--- src/rtl/rr_arb_pkg.sv ---
// rr_arb_pkg
// Shared definitions for the four-way round-robin arbiter.
//   arbState_e : arbiter FSM states (IDLE, GRANT, GAP)
//   NREQ       : number of requesters
//   LAST_RESET : last-owner pointer value after reset; with 3 here,
//                requester 0 has first priority once reset is released
//   oneHot     : converts a requester index into a one-hot grant vector
package rr_arb_pkg;

  localparam int NREQ = 4;

  localparam logic [1:0] LAST_RESET = 2'd3;

  typedef enum logic [1:0] {
    IDLE  = 2'd0,
    GRANT = 2'd1,
    GAP   = 2'd2
  } arbState_e;

  // One-hot grant vector for a requester index.
  function automatic logic [NREQ-1:0] oneHot(input logic [1:0] idx);
    oneHot = '0;
    oneHot[idx] = 1'b1;
  endfunction

endpackage

--- src/rtl/rr_pick4.sv ---
// rr_pick4
// Combinational round-robin picker. Searches the requesters starting one
// past the last owner and wrapping modulo 4, so the last owner is
// considered last of all.
//   req_i    in  4  active requests
//   last_i   in  2  index of the most recent owner
//   winner_o out 2  index of the winning requester (0 when none)
//   valid_o  out 1  high when at least one request is active
import rr_arb_pkg::*;

module rr_pick4 (
  input  logic [NREQ-1:0] req_i,
  input  logic [1:0]      last_i,
  output logic [1:0]      winner_o,
  output logic            valid_o
);

  logic [1:0] cand;

  // Walk the candidates from lowest to highest priority, so the
  // highest-priority active requester is the one that sticks. The 2-bit
  // add provides the wrap from 3 back to 0, and the offset of 4 wraps
  // onto the last owner itself.
  always_comb begin
    winner_o = '0;
    valid_o  = 1'b0;
    cand     = '0;
    for (int k = NREQ; k >= 1; k--) begin
      cand = last_i + 2'(k);
      if (req_i[cand]) begin
        winner_o = cand;
        valid_o  = 1'b1;
      end
    end
  end

endmodule

--- src/rtl/rr_arbiter4.sv ---
// rr_arbiter4
// Moore round-robin arbiter sharing one resource among four requesters.
// A winner keeps the grant until it pulses DONE or drops its request.
// Every handoff passes through exactly one GAP cycle with no grant.
// All outputs come straight from registers.
//
// Ports:
//   CLK     in  1  rising-edge clock
//   RESET   in  1  synchronous active-high reset
//   REQ     in  4  level requests, held until granted
//   DONE    in  1  owner release pulse, honoured only in GRANT
//   GNT     out 4  one-hot grant or 0000
//   OWNER   out 2  current or most recent owner
//   BUSY    out 1  high in GRANT and GAP
//   TIMEOUT out 1  one-cycle pulse during the GAP after a forced release
//
// Build option: define RR_ARBITER4_TIMEOUT_EN to enable the hold counter.
// A grant is then force-released after MAX_HOLD cycles. Without the macro
// no counter is built, TIMEOUT is tied low, and MAX_HOLD and CNT_W have
// no effect.
import rr_arb_pkg::*;

module rr_arbiter4 #(
  parameter int MAX_HOLD = 8,
  parameter int CNT_W    = 4
) (
  input  logic            CLK,
  input  logic            RESET,
  input  logic [NREQ-1:0] REQ,
  input  logic            DONE,
  output logic [NREQ-1:0] GNT,
  output logic [1:0]      OWNER,
  output logic            BUSY,
  output logic            TIMEOUT
);

  arbState_e       state_q;
  logic [NREQ-1:0] gnt_q;
  logic [1:0]      owner_q;
  logic [1:0]      last_q;
  logic            busy_q;
  logic            timeout_q;

  logic [1:0]      pickIdx_d;
  logic            pickValid_d;
  logic            timeoutHit;
  logic            releaseNow;

  rr_pick4 u_pick (
    .req_i    (REQ),
    .last_i   (last_q),
    .winner_o (pickIdx_d),
    .valid_o  (pickValid_d)
  );

`ifdef RR_ARBITER4_TIMEOUT_EN
  localparam logic [CNT_W-1:0] HOLD_LAST = CNT_W'(MAX_HOLD - 1);

  logic [CNT_W-1:0] holdCnt_q;

  // The counter is cleared when a grant starts. It reads MAX_HOLD-1
  // during the last cycle a grant may last.
  assign timeoutHit = (holdCnt_q == HOLD_LAST);

  always_ff @(posedge CLK) begin
    if (RESET) begin
      holdCnt_q <= '0;
    end else if (state_q == GRANT) begin
      if (holdCnt_q != '1) begin
        holdCnt_q <= holdCnt_q + CNT_W'(1);
      end
    end else begin
      holdCnt_q <= '0;
    end
  end
`else
  logic unusedCfg;

  assign unusedCfg  = ^{MAX_HOLD, CNT_W};
  assign timeoutHit = 1'b0;
`endif

  // Any of the three release causes ends the grant at the next edge.
  assign releaseNow = DONE || !REQ[owner_q] || timeoutHit;

  // Main FSM with registered outputs. IDLE and GAP arbitrate identically.
  // The only difference is what happens when nobody is requesting.
  // TIMEOUT is reported only for a forced release that DONE did not
  // also cover.
  always_ff @(posedge CLK) begin
    if (RESET) begin
      state_q   <= IDLE;
      gnt_q     <= '0;
      owner_q   <= '0;
      last_q    <= LAST_RESET;
      busy_q    <= 1'b0;
      timeout_q <= 1'b0;
    end else begin
      timeout_q <= 1'b0;
      case (state_q)
        IDLE, GAP: begin
          if (pickValid_d) begin
            state_q <= GRANT;
            owner_q <= pickIdx_d;
            gnt_q   <= oneHot(pickIdx_d);
            busy_q  <= 1'b1;
          end else begin
            state_q <= IDLE;
            gnt_q   <= '0;
            busy_q  <= 1'b0;
          end
        end
        GRANT: begin
          if (releaseNow) begin
            state_q   <= GAP;
            last_q    <= owner_q;
            gnt_q     <= '0;
            busy_q    <= 1'b1;
            timeout_q <= timeoutHit && !DONE;
          end
        end
        default: begin
          state_q <= IDLE;
          gnt_q   <= '0;
          busy_q  <= 1'b0;
        end
      endcase
    end
  end

  assign GNT     = gnt_q;
  assign OWNER   = owner_q;
  assign BUSY    = busy_q;
  assign TIMEOUT = timeout_q;

endmodule

--- config.mk ---
export PLATFORM = sky130hd
export DESIGN_NAME = rr_arbiter4
export DESIGN_NICKNAME = d
export VERILOG_FILES = /design/src/rtl/rr_arb_pkg.sv /design/src/rtl/rr_pick4.sv /design/src/rtl/rr_arbiter4.sv
export SDC_FILE = /design/constraint.sdc
export NUM_CORES = 1
export LEC_CHECK = 0
export BUFFER_PORTS_ARGS = -buffer_cell sky130_fd_sc_hd__buf_2
export CAP_MARGIN = 5
export CORE_MARGIN = 1
export CORE_UTILIZATION = 45
export DETAILED_ROUTE_END_ITERATION = 10
export PLACE_DENSITY = 0.78
export SLEW_MARGIN = 20
export SYNTH_ARGS = -nofsm -noshare
export SYNTH_HDL_FRONTEND = slang
export SYNTH_HIERARCHICAL = 1
export SYNTH_SLANG_ARGS = --single-unit
--- constraint.sdc ---
create_clock -name CLK -period 2.1 [get_ports CLK]
set_clock_uncertainty 0.15 [all_clocks]
set_input_delay 0.42 -clock CLK [delete_from_list [all_inputs] [get_ports CLK]]
set_output_delay 0.42 -clock CLK [all_outputs]
set_load 0.02 [all_outputs]
==> metrics.csv, run 1 <==
stage,metric,value,unit
status,status,"finished, final reports clean",
pwr,Final Total Pwr,0.544,mW
global_routing,first-pass GRT wire length,1790,um
placed_design,gp weighted congestion,0.828,
layout,NumNets Final,84,
detailed_routing,DRC errors left,0,
clock_tree,H-tree depth,1,
sta,worst setup margin,0.482,ns
detailed_routing,Iter 0 DRT Violations,22,
layout,# diodes,0,
critical_path,critical path endpoint category,flip-flop,
synthesis,dominant cell type by area after synthesis,dfxtp_1,
pwr,largest vdd supply drop,0.502,mV
global_routing,total gr overflow,0,
synthesis,"Warnings, synthesis",6,
global_routing,GR Util All Layers,0.179,
placed_design,I/O Buffers,13,
synthesis,Post-synth EDFFs,0,
placed_design,HPWL after DPL,820,um
critical_path,Buffers & Inverters on Critical Path,0,
global_routing,vias in the first global route,417,
sta,final setup fails,0,
floorplan,io pins,15,
sta,Fmax,0.618,GHz
layout,proportion of layout cells with a drive suffix above 1,0.276,
detailed_routing,via count,498,
global_routing,antenna violations before repair,0,
critical_path,WP data required,2.11,ns
synthesis,share of the synthesized area in the top cell type,0.376,
synthesis,"Top FF cell, synth",dfxtp_1,
critical_path,startpoint types,flip-flop,
detailed_routing,routed vias/inst,5.53,
clock_tree,clk slew on worst S/H paths,0.07,ns
clock_tree,Root Buffer,clkbuf_4,
floorplan,die footprint,0.00145,mm2
layout,non-filler instance count after layout,90,
flow_run,max cap viols,0,
layout,Fill cells,113,
synthesis,Unique masters post-synth,27,
sta,RSZ-0062 raised after global routing,no,
placed_design,Placement Setup Slack,0.363,ns
floorplan,Die X,38.1,um
critical_path,"Largest stage delay, worst path",0.42,ns
sta,Final Hold Violating Endpoints,0,
floorplan,num rows,12,
clock_tree,CTS buffer count,3,
layout,area grow syn2layout,13.2,%
critical_path,CP arrival,1.63,ns
synthesis,synthesized net count,70,
placed_design,Placed Cells,86,
critical_path,WS Path Type,flip-flop to flip-flop,
clock_tree,TritonCTS Sinks,11,
sta,final slew viol count,0,
synthesis,most frequent cell after synthesis,dfxtp_1,
floorplan,chip height,38.1,um
synthesis,#FFs+latches synth,11,
clock_tree,hold-fix buffers at CTS,0,
synthesis,synth top area cells,"dfxtp_1 (38%), mux2i_1 (8.5%), nand2b_1 (6.4%)",
detailed_routing,Routed Antenna Nets,0,
synthesis,ys async rst share,0,
sta,period utilization,0.771,
sta,setup TNS,0,ns
clock_tree,Clock Latency Late Sink,0.27,ns
synthesis,sequential area share after synthesis,0.376,
worst_hold_path,Hold Path Class,flip-flop to flip-flop,
floorplan,core area,0.00116,mm2
global_routing,largest net degree at the start of global routing,12,
floorplan,Initial Util,0.506,
synthesis,synthesized instance count,63,
critical_path,"delay-heaviest family, CP",compound AO/OA/AOI/OAI gates,
synthesis,mapped cell area,586,um2
detailed_routing,drt wl/cell,12.6,um
pwr,P per Cell Area,820,mW/mm2
sta,crit path time final,1.62,ns
synthesis,synth cell count leaders,"dfxtp_1 (11), nor2_1 (10), nand2b_1 (6), mux2i_1 (5)",
synthesis,Post-Syn Area per Cell,9.29,um2
detailed_routing,1st-pass router iterations,4,
clock_tree,CTS tree,done,
critical_path,slowest cell on the critical path,dfxtp_1,
critical_path,critical path cell sequence,mux2i_1 > o22ai_2 > o21a_1 > a211o_1,
pwr,Pleak,0.297,nW
clock_tree,maximum buffer depth of the clock tree,2,
critical_path,"critical path fanouts, max",6,
clock_tree,cells resized by post-CTS repair,0,
sta,Hold WS,0.324,ns
clock_tree,Post-CTS Setup Bufs,0,
detailed_routing,final wirelength,1130,um
==> placed cells by master (no fill, tap or decap), drive strengths merged <==
cell type / instances
a211o: 1
a21oi: 4
a221oi: 1
a22o: 2
a2bb2oi: 1
a31oi: 1
a32o: 2
and2b: 1
buf: 13
clkbuf: 4
conb: 1
dfxtp: 11
inv: 2
mux2i: 5
nand2: 1
nand2b: 6
nor2: 10
nor3: 2
nor3b: 1
o21a: 1
o21ai: 1
o21bai: 1
o221ai: 1
o22ai: 1
or2: 1
or2b: 1
==> layout make-up <==
| type | count | area [um2] | area share |
|---|---|---|---|
| Clock buffer | 4 | 26.3 | 0.0396 |
| Multi-Input combinational cell | 46 | 327 | 0.492 |
| Timing Repair Buffer | 13 | 65.1 | 0.0981 |
| Sequential cell | 11 | 220 | 0.332 |
| Tap cell | 14 | 17.5 | 0.0264 |
| Inverter | 2 | 7.51 | 0.0113 |
==> flip-flops by register name, summed over array words and instances (netlist names) <==
name,flops
last_q,2
GNT,4
BUSY,1
state_q,2
OWNER,2
==> worst reg2reg max path: cells and delay by family, from the launching register on <==
kind / cells / cell delay (ns)
AOI/OAI and AO/OA: 3 / 0.64
DFF: 1 / 0.42
muxes: 1 / 0.30
==> kinds of logic after synthesis <==
group,Yosys count,synth area share
AO/OA/AOI/OAI,17,0.241
buffers and inverters,6,0.0662
flip-flops,11,0.376
multiplexers,5,0.0855
other,1,0.00640
AND/OR/NAND/NOR,23,0.224
==> through the flow <==
stage           util  instance area (um2)
2_1_floorplan      -                  586
3_3_place_gp   0.551                  637
6_report       0.574                  663
3_5_place_dp   0.551                  637
5_1_grt        0.574                  663
4_1_cts        0.574                  663
==> per-layer routing <==
metal	up-vias	track usage	share of wire
met1	235	0.242	0.49
met3	0	0.0523	0.038
met4	0	0.0536	0
met2	13	0.271	0.47
met5	-	0	0
li1	250	-	-
==> path summary, 6_finish.rpt <==
path | startpoint | end | slack, ns | cells after the start
worst min register to register | GNT[1] | GNT[1] | 0.32 | 1
worst max register to register | OWNER[1] | last_q[1] | 0.48 | 4
worst max-delay path | OWNER[1] | last_q[1] | 0.48 | 4
worst min-delay path | GNT[1] | GNT[1] | 0.32 | 1
==> where the power goes <==
group	switching [mW]	total, mW	internal (mW)
clock network	0.0704	0.144	0.0735
registers	0.0209	0.253	0.232
logic	0.0834	0.147	0.0637
(Power assumes the default switching activity.)
==> run 2, diff against run 1 <==
clock period = 1.6 ns   (was 2.1 ns; I/O delays follow)
==> run 2 against run 1 <==
Compared with the run above:
- sequential share of layout area decreased by 1.0 points
- cell area increased by 3.8%
- register-to-register slack got worse by 0.41 ns
- setup slack lost 0.41 ns
- first-iteration DRC count decreased by 59%
- total power up 34%
- non-clock buffer count grew 1
- die area did not move
- critical path depth stayed put
- sequential power rose by 32%
- largest cell class unchanged
- global-route usage rose by 2.5 points
- flip-flop and latch count is the same
==> metrics.csv, run 2 (synthesis results as in run 1) <==
stage,metric,value,unit,change
status,status,"finished, final reports clean",,
floorplan,chip height,38.1,um,unchanged
global_routing,first-pass GRT wire length,1920,um,+7.3%
floorplan,Die X,38.1,um,unchanged
detailed_routing,Routed Antenna Nets,0,,unchanged
critical_path,flop2flop setup slack,0.07,ns,-0.41 ns
sta,RSZ-0062 raised after global routing,no,,
global_routing,largest net degree at the start of global routing,12,,unchanged
worst_hold_path,Hold Path Class,input port to flip-flop,,
clock_tree,Root Buffer,clkbuf_4,,
layout,design area,688,um2,+3.8%
global_routing,vias in the first global route,432,,+3.6%
critical_path,CP arrival,1.55,ns,-0.08 ns
layout,NumNets Final,85,,+1.2%
critical_path,RR Endpoint,last_q[1],,
flow_run,max cap viols,0,,unchanged
detailed_routing,Iter 0 DRT Violations,9,,-59%
floorplan,io pins,15,,unchanged
sta,period utilization,0.958,,+0.187
placed_design,Placement Setup Slack,0.0355,ns,-0.327 ns
critical_path,critical path endpoint category,flip-flop,,
clock_tree,hold-fix buffers at CTS,0,,unchanged
critical_path,Buffers & Inverters on Critical Path,0,,unchanged
detailed_routing,DRC errors left,0,,unchanged
detailed_routing,routed vias/inst,5.45,,-1.5%
clock_tree,CTS tree,done,,
placed_design,"Cell Area, Placed",646,um2,+1.4%
floorplan,core area,0.00116,mm2,unchanged
worst_hold_path,min-delay src,RESET,,
sta,worst setup margin,0.0674,ns,-0.414 ns
critical_path,startpoint types,flip-flop,,
sta,Fmax,0.652,GHz,+5.6%
critical_path,critical path cell sequence,mux2i_2 > o22ai_2 > o21a_1 > a211o_1,,
critical_path,worst r2r path cells,4,,unchanged
placed_design,HPWL after DPL,825,um,+0.56%
global_routing,GR Util All Layers,0.204,,+0.0252
pwr,Pleak,0.307,nW,+3.2%
critical_path,WS Path Type,flip-flop to flip-flop,,
layout,# diodes,0,,unchanged
layout,area grow syn2layout,17.5,%,
layout,"most common cell after layout, fill and taps aside",buf_2,,
clock_tree,CTS buffer count,3,,unchanged
detailed_routing,final wirelength,1170,um,+3.0%
critical_path,WP data required,1.61,ns,-0.50 ns
worst_hold_path,Hold Path Depth,2,,+1
layout,max FFs per register,4,,unchanged
sta,final setup fails,0,,unchanged
global_routing,antenna violations before repair,0,,unchanged
critical_path,"critical path fanouts, max",5,,-1
placed_design,gp weighted congestion,0.855,,+3.3%
sta,crit path time final,1.53,ns,-0.0859 ns
worst_hold_path,Hold Crit Endpoint,OWNER[1],,
critical_path,"Largest stage delay, worst path",0.41,ns,about the same
detailed_routing,1st-pass router iterations,4,,unchanged
clock_tree,H-tree depth,1,,unchanged
clock_tree,TritonCTS Sinks,11,,unchanged
critical_path,"delay-heaviest family, CP",compound AO/OA/AOI/OAI gates,,
global_routing,total gr overflow,0,,unchanged
sta,Final Hold Violating Endpoints,0,,unchanged
clock_tree,maximum buffer depth of the clock tree,2,,unchanged
pwr,largest vdd supply drop,0.547,mV,+8.9%
pwr,Final Total Pwr,0.731,mW,+34%
clock_tree,Clock Latency Late Sink,0.28,ns,about the same
floorplan,die footprint,0.00145,mm2,unchanged
clock_tree,clk slew on worst S/H paths,0.07,ns,about the same
floorplan,num rows,12,,unchanged
detailed_routing,drt wl/cell,12.8,um,+1.9%
critical_path,reg2reg start,OWNER[1],,
floorplan,Initial Util,0.506,,unchanged
pwr,P per Cell Area,1060,mW/mm2,+30%
layout,proportion of layout cells with a drive suffix above 1,0.351,,+0.0743
layout,"commonest cells after routing, fill and taps aside","buf_2 (13), dfxtp_1 (10), nor2_1 (10)",,
placed_design,I/O Buffers,13,,unchanged
sta,final slew viol count,0,,unchanged
critical_path,slowest cell on the critical path,dfxtp_2,,
sta,setup TNS,0,ns,unchanged
detailed_routing,via count,496,,-0.40%
[run 2: cell count changes in the layout (fill, tap and decap cells not counted)]
cell | previous run | this run
mux2i_2 | 0 | 2
a21oi_2 | 1 | 2
dfxtp_1 | 11 | 10
mux2i_1 | 5 | 3
a21oi_1 | 3 | 2
dfxtp_2 | 0 | 1
nor3_2 | 0 | 1
nor3_1 | 2 | 1
buf_4 | 0 | 1
[run 2: per-stage QoR]
stage | util | hold slack (ns) | instances
floorplan | - | 0.349 | 63
global placement | 0.558 | 0.299 | 87
detailed placement | 0.558 | 0.300 | 87
CTS | 0.581 | 0.208 | 91
global route | 0.595 | 0.218 | 91
finish | 0.595 | 0.215 | 91
[run 2: worst max-delay path by stage]
stage,from,to,slack (ns),cells past startpoint
final,OWNER[1],last_q[1],0.07,4
after global placement,DONE,GNT[2],0.07,5
after global routing,OWNER[1],last_q[1],0.005,4
after CTS,OWNER[1],last_q[1],0.07,4
after floorplan,OWNER[0],GNT[0],0.08,4
after detailed placement,DONE,GNT[0],0.04,5
[run 2: power by group]
group | switching (mW) | internal [mW] | leakage, nW | total, mW
Sequential | 0.0294 | 0.305 | 0.0912 | 0.334
Clock | 0.0948 | 0.0968 | 0.0150 | 0.192
Combinational | 0.113 | 0.0923 | 0.201 | 0.205
[run 2: layer usage]
metal,global-route usage,vias to the layer above,wire length [um]
met5,0,-,0
li1,-,250,-
met4,0.0804,0,14
met2,0.284,9,569
met3,0.105,4,50
met1,0.263,233,532
[run 2: what timing repair did]
action                                  in CTS  in global routing
resized for setup                            0                  4
endpoints found under the setup margin       0                  4
setup buffers                                0                  0
hold endpoints to repair                     0                  0
[run 2: cell type report]
cell class	count	area [um2]
flip-flops and latches	11	221
clock buffers	4	26.3
inverters	2	7.51
multi-input cells	46	343
repair buffers	14	72.6
fillers	94	468
well taps	14	17.5
==> run 3, diff against run 2 <==
BUFFER_PORTS_ARGS = -buffer_cell sky130_fd_sc_hd__clkbuf_2   (was -buffer_cell sky130_fd_sc_hd__buf_2)
CORE_ASPECT_RATIO = 1.75   (was unset)
CORE_UTILIZATION = 25   (was 45)
PLACE_DENSITY = 0.52   (was 0.78)
RECOVER_POWER = 25   (was unset)
==> run 3 against run 2 <==
Compared with the run above:
- cell count up 12%
- utilization shrank 27 points
- fmax is essentially flat
- register-to-register slack about the same
- worst hold slack improved by 0.051 ns
- setup slack better by 0.0013 ns
- sequential share of layout area decreased by 0.73 points
- combinational power up 4%
- sequential power is essentially flat
==> metrics.csv, run 3 (synthesis results as in run 1) <==
stage,metric,value,unit,change
layout,proportion of layout cells with a drive suffix above 1,0.308,,-0.0430
pwr,Sequential Power Share,0.454,,-0.003
pwr,clock group share of total power,0.258,,-0.004
layout,"commonest cells after routing, fill and taps aside","nor2_1 (10), dfxtp_1 (9), clkbuf_2 (9)",,
pwr,Sw Ratio,0.325,,+0.00125
clock_tree,maximum buffer depth of the clock tree,2,,unchanged
critical_path,"critical path fanouts, max",5,,unchanged
sta,Fmax,0.653,GHz,about the same
floorplan,chip height,66.0,um,+73%
floorplan,core area,0.00215,mm2,+86%
global_routing,first-pass GRT wire length,2020,um,+5.4%
detailed_routing,drt wl/cell,12.6,um,-1.4%
detailed_routing,1st-pass router iterations,4,,unchanged
placed_design,"Cell Area, Placed",666,um2,+3.1%
sta,Hold WS,0.266,ns,+0.0512 ns
critical_path,startpoint types,flip-flop,,
clock_tree,H-tree depth,1,,unchanged
sta,period utilization,0.957,,about the same
layout,Fill cells,248,,+160%
detailed_routing,final wirelength,1290,um,+11%
critical_path,critical path endpoint category,flip-flop,,
sta,final slew viol count,0,,unchanged
layout,area grow syn2layout,20.9,%,
clock_tree,Clock Latency Late Sink,0.27,ns,about the same
pwr,internal power,0.498,mW,+0.84%
layout,non-filler instance count after layout,102,,+12%
critical_path,crit path capture,last_q[1],,
critical_path,reg2reg start,OWNER[1],,
floorplan,num rows,22,,+10
pwr,largest vdd supply drop,0.453,mV,-17%
pwr,P per Cell Area,1040,mW/mm2,-1.8%
sta,crit path time final,1.53,ns,-0.00128 ns
placed_design,I/O Buffers,13,,unchanged
clock_tree,Post-CTS Setup Bufs,0,,unchanged
critical_path,flop2flop setup slack,0.07,ns,about the same
placed_design,gp weighted congestion,0.702,,-18%
floorplan,Die X,38.6,um,+1.4%
layout,design area,708,um2,+2.9%
detailed_routing,Routed Antenna Nets,0,,unchanged
flow_run,max cap viols,0,,unchanged
status,status,"finished, final reports clean",,
critical_path,CP arrival,1.54,ns,about the same
layout,# diodes,0,,unchanged
layout,max FFs per register,4,,unchanged
clock_tree,CTS tree,done,,
floorplan,die footprint,0.00255,mm2,+76%
detailed_routing,DRC errors left,0,,unchanged
clock_tree,CTS buffer count,3,,unchanged
floorplan,io pins,15,,unchanged
global_routing,total gr overflow,0,,unchanged
critical_path,worst r2r path cells,4,,unchanged
sta,setup TNS,0,ns,unchanged
sta,Final Hold Violating Endpoints,0,,unchanged
floorplan,Initial Util,0.273,,-0.234
detailed_routing,routed vias/inst,5.05,,-7.4%
clock_tree,TritonCTS Sinks,11,,unchanged
critical_path,RR Endpoint,last_q[1],,
clock_tree,hold-fix buffers at CTS,0,,unchanged
clock_tree,cells resized by post-CTS repair,0,,unchanged
worst_hold_path,min-delay src,RESET,,
global_routing,GR Util All Layers,0.117,,-0.0871
layout,NumNets Final,86,,+1.2%
detailed_routing,via count,515,,+3.8%
pwr,Pleak,0.295,nW,-3.8%
global_routing,antenna violations before repair,0,,unchanged
placed_design,HPWL after DPL,960,um,+16%
placed_design,Placed Cells,98,,+13%
clock_tree,Root Buffer,clkbuf_4,,
layout,"most common cell after layout, fill and taps aside",nor2_1,,
critical_path,WS Path Type,flip-flop to flip-flop,,
pwr,P_sw,0.240,mW,+1.4%
pwr,Final Total Pwr,0.739,mW,+1.0%
sta,final setup fails,0,,unchanged
worst_hold_path,Hold Path Class,input port to flip-flop,,
global_routing,vias in the first global route,498,,+15%
critical_path,WP data required,1.61,ns,about the same
critical_path,Worst Setup SP,OWNER[1],,
global_routing,largest net degree at the start of global routing,12,,unchanged
pwr,combinational power share,0.288,,+0.007
detailed_routing,Iter 0 DRT Violations,3,,-6
clock_tree,clk slew on worst S/H paths,0.07,ns,about the same
run 3: worst min-delay path by stage:
| stage | end | slack [ns] | cells after the start |
|---|---|---|---|
| global route | OWNER[1] | 0.29 | 2 |
| global placement | GNT[1] | 0.30 | 1 |
| floorplan | last_q[0] | 0.35 | 2 |
| finish | state_q[0] | 0.27 | 2 |
| CTS | OWNER[1] | 0.24 | 2 |
| detailed placement | GNT[3] | 0.32 | 1 |
run 3: through the flow:
step / worst slack [ns] / util
after floorplan: 0.0795 / -
after CTS: 0.00211 / 0.322
after global placement: 0.0241 / 0.310
after global routing: -0.00318 / 0.330
after detailed placement: 0.0103 / 0.310
final: 0.0687 / 0.330
run 3: power groups by stage:
stage	Sequential [mW]	Combinational, mW	Clock [mW]
floorplan	0.355	0.130	0
finish	0.335	0.213	0.191
detailed placement	0.341	0.203	0
CTS	0.334	0.205	0.200
global route	0.341	0.233	0.212
global placement	0.340	0.201	0
run 3: area by class of cell:
cell class,instances,area [um2],area share
Inverter,2,7.51,0.0106
Multi-Input combinational cell,46,347,0.489
Timing Repair Buffer,15,75.1,0.106
Tap cell,24,30.0,0.0424
Sequential cell,11,223,0.314
Clock buffer,4,26.3,0.0371
run 3: worst max-delay path, cell delays in order (launching register included):
cell and delay (ns):
dfxtp_2 0.40, mux2i_2 0.32, o22ai_4 0.13, o21a_1 0.18
a211o_1 0.25
run 3: metal layers:
metal  global-route usage  vias up  part of all wire
li1                     -      254                 -
met1                0.121      246              0.42
met2                0.188       13              0.52
met3               0.0101        2             0.033
met4                0.116        0             0.022
met5                    0        -                 0
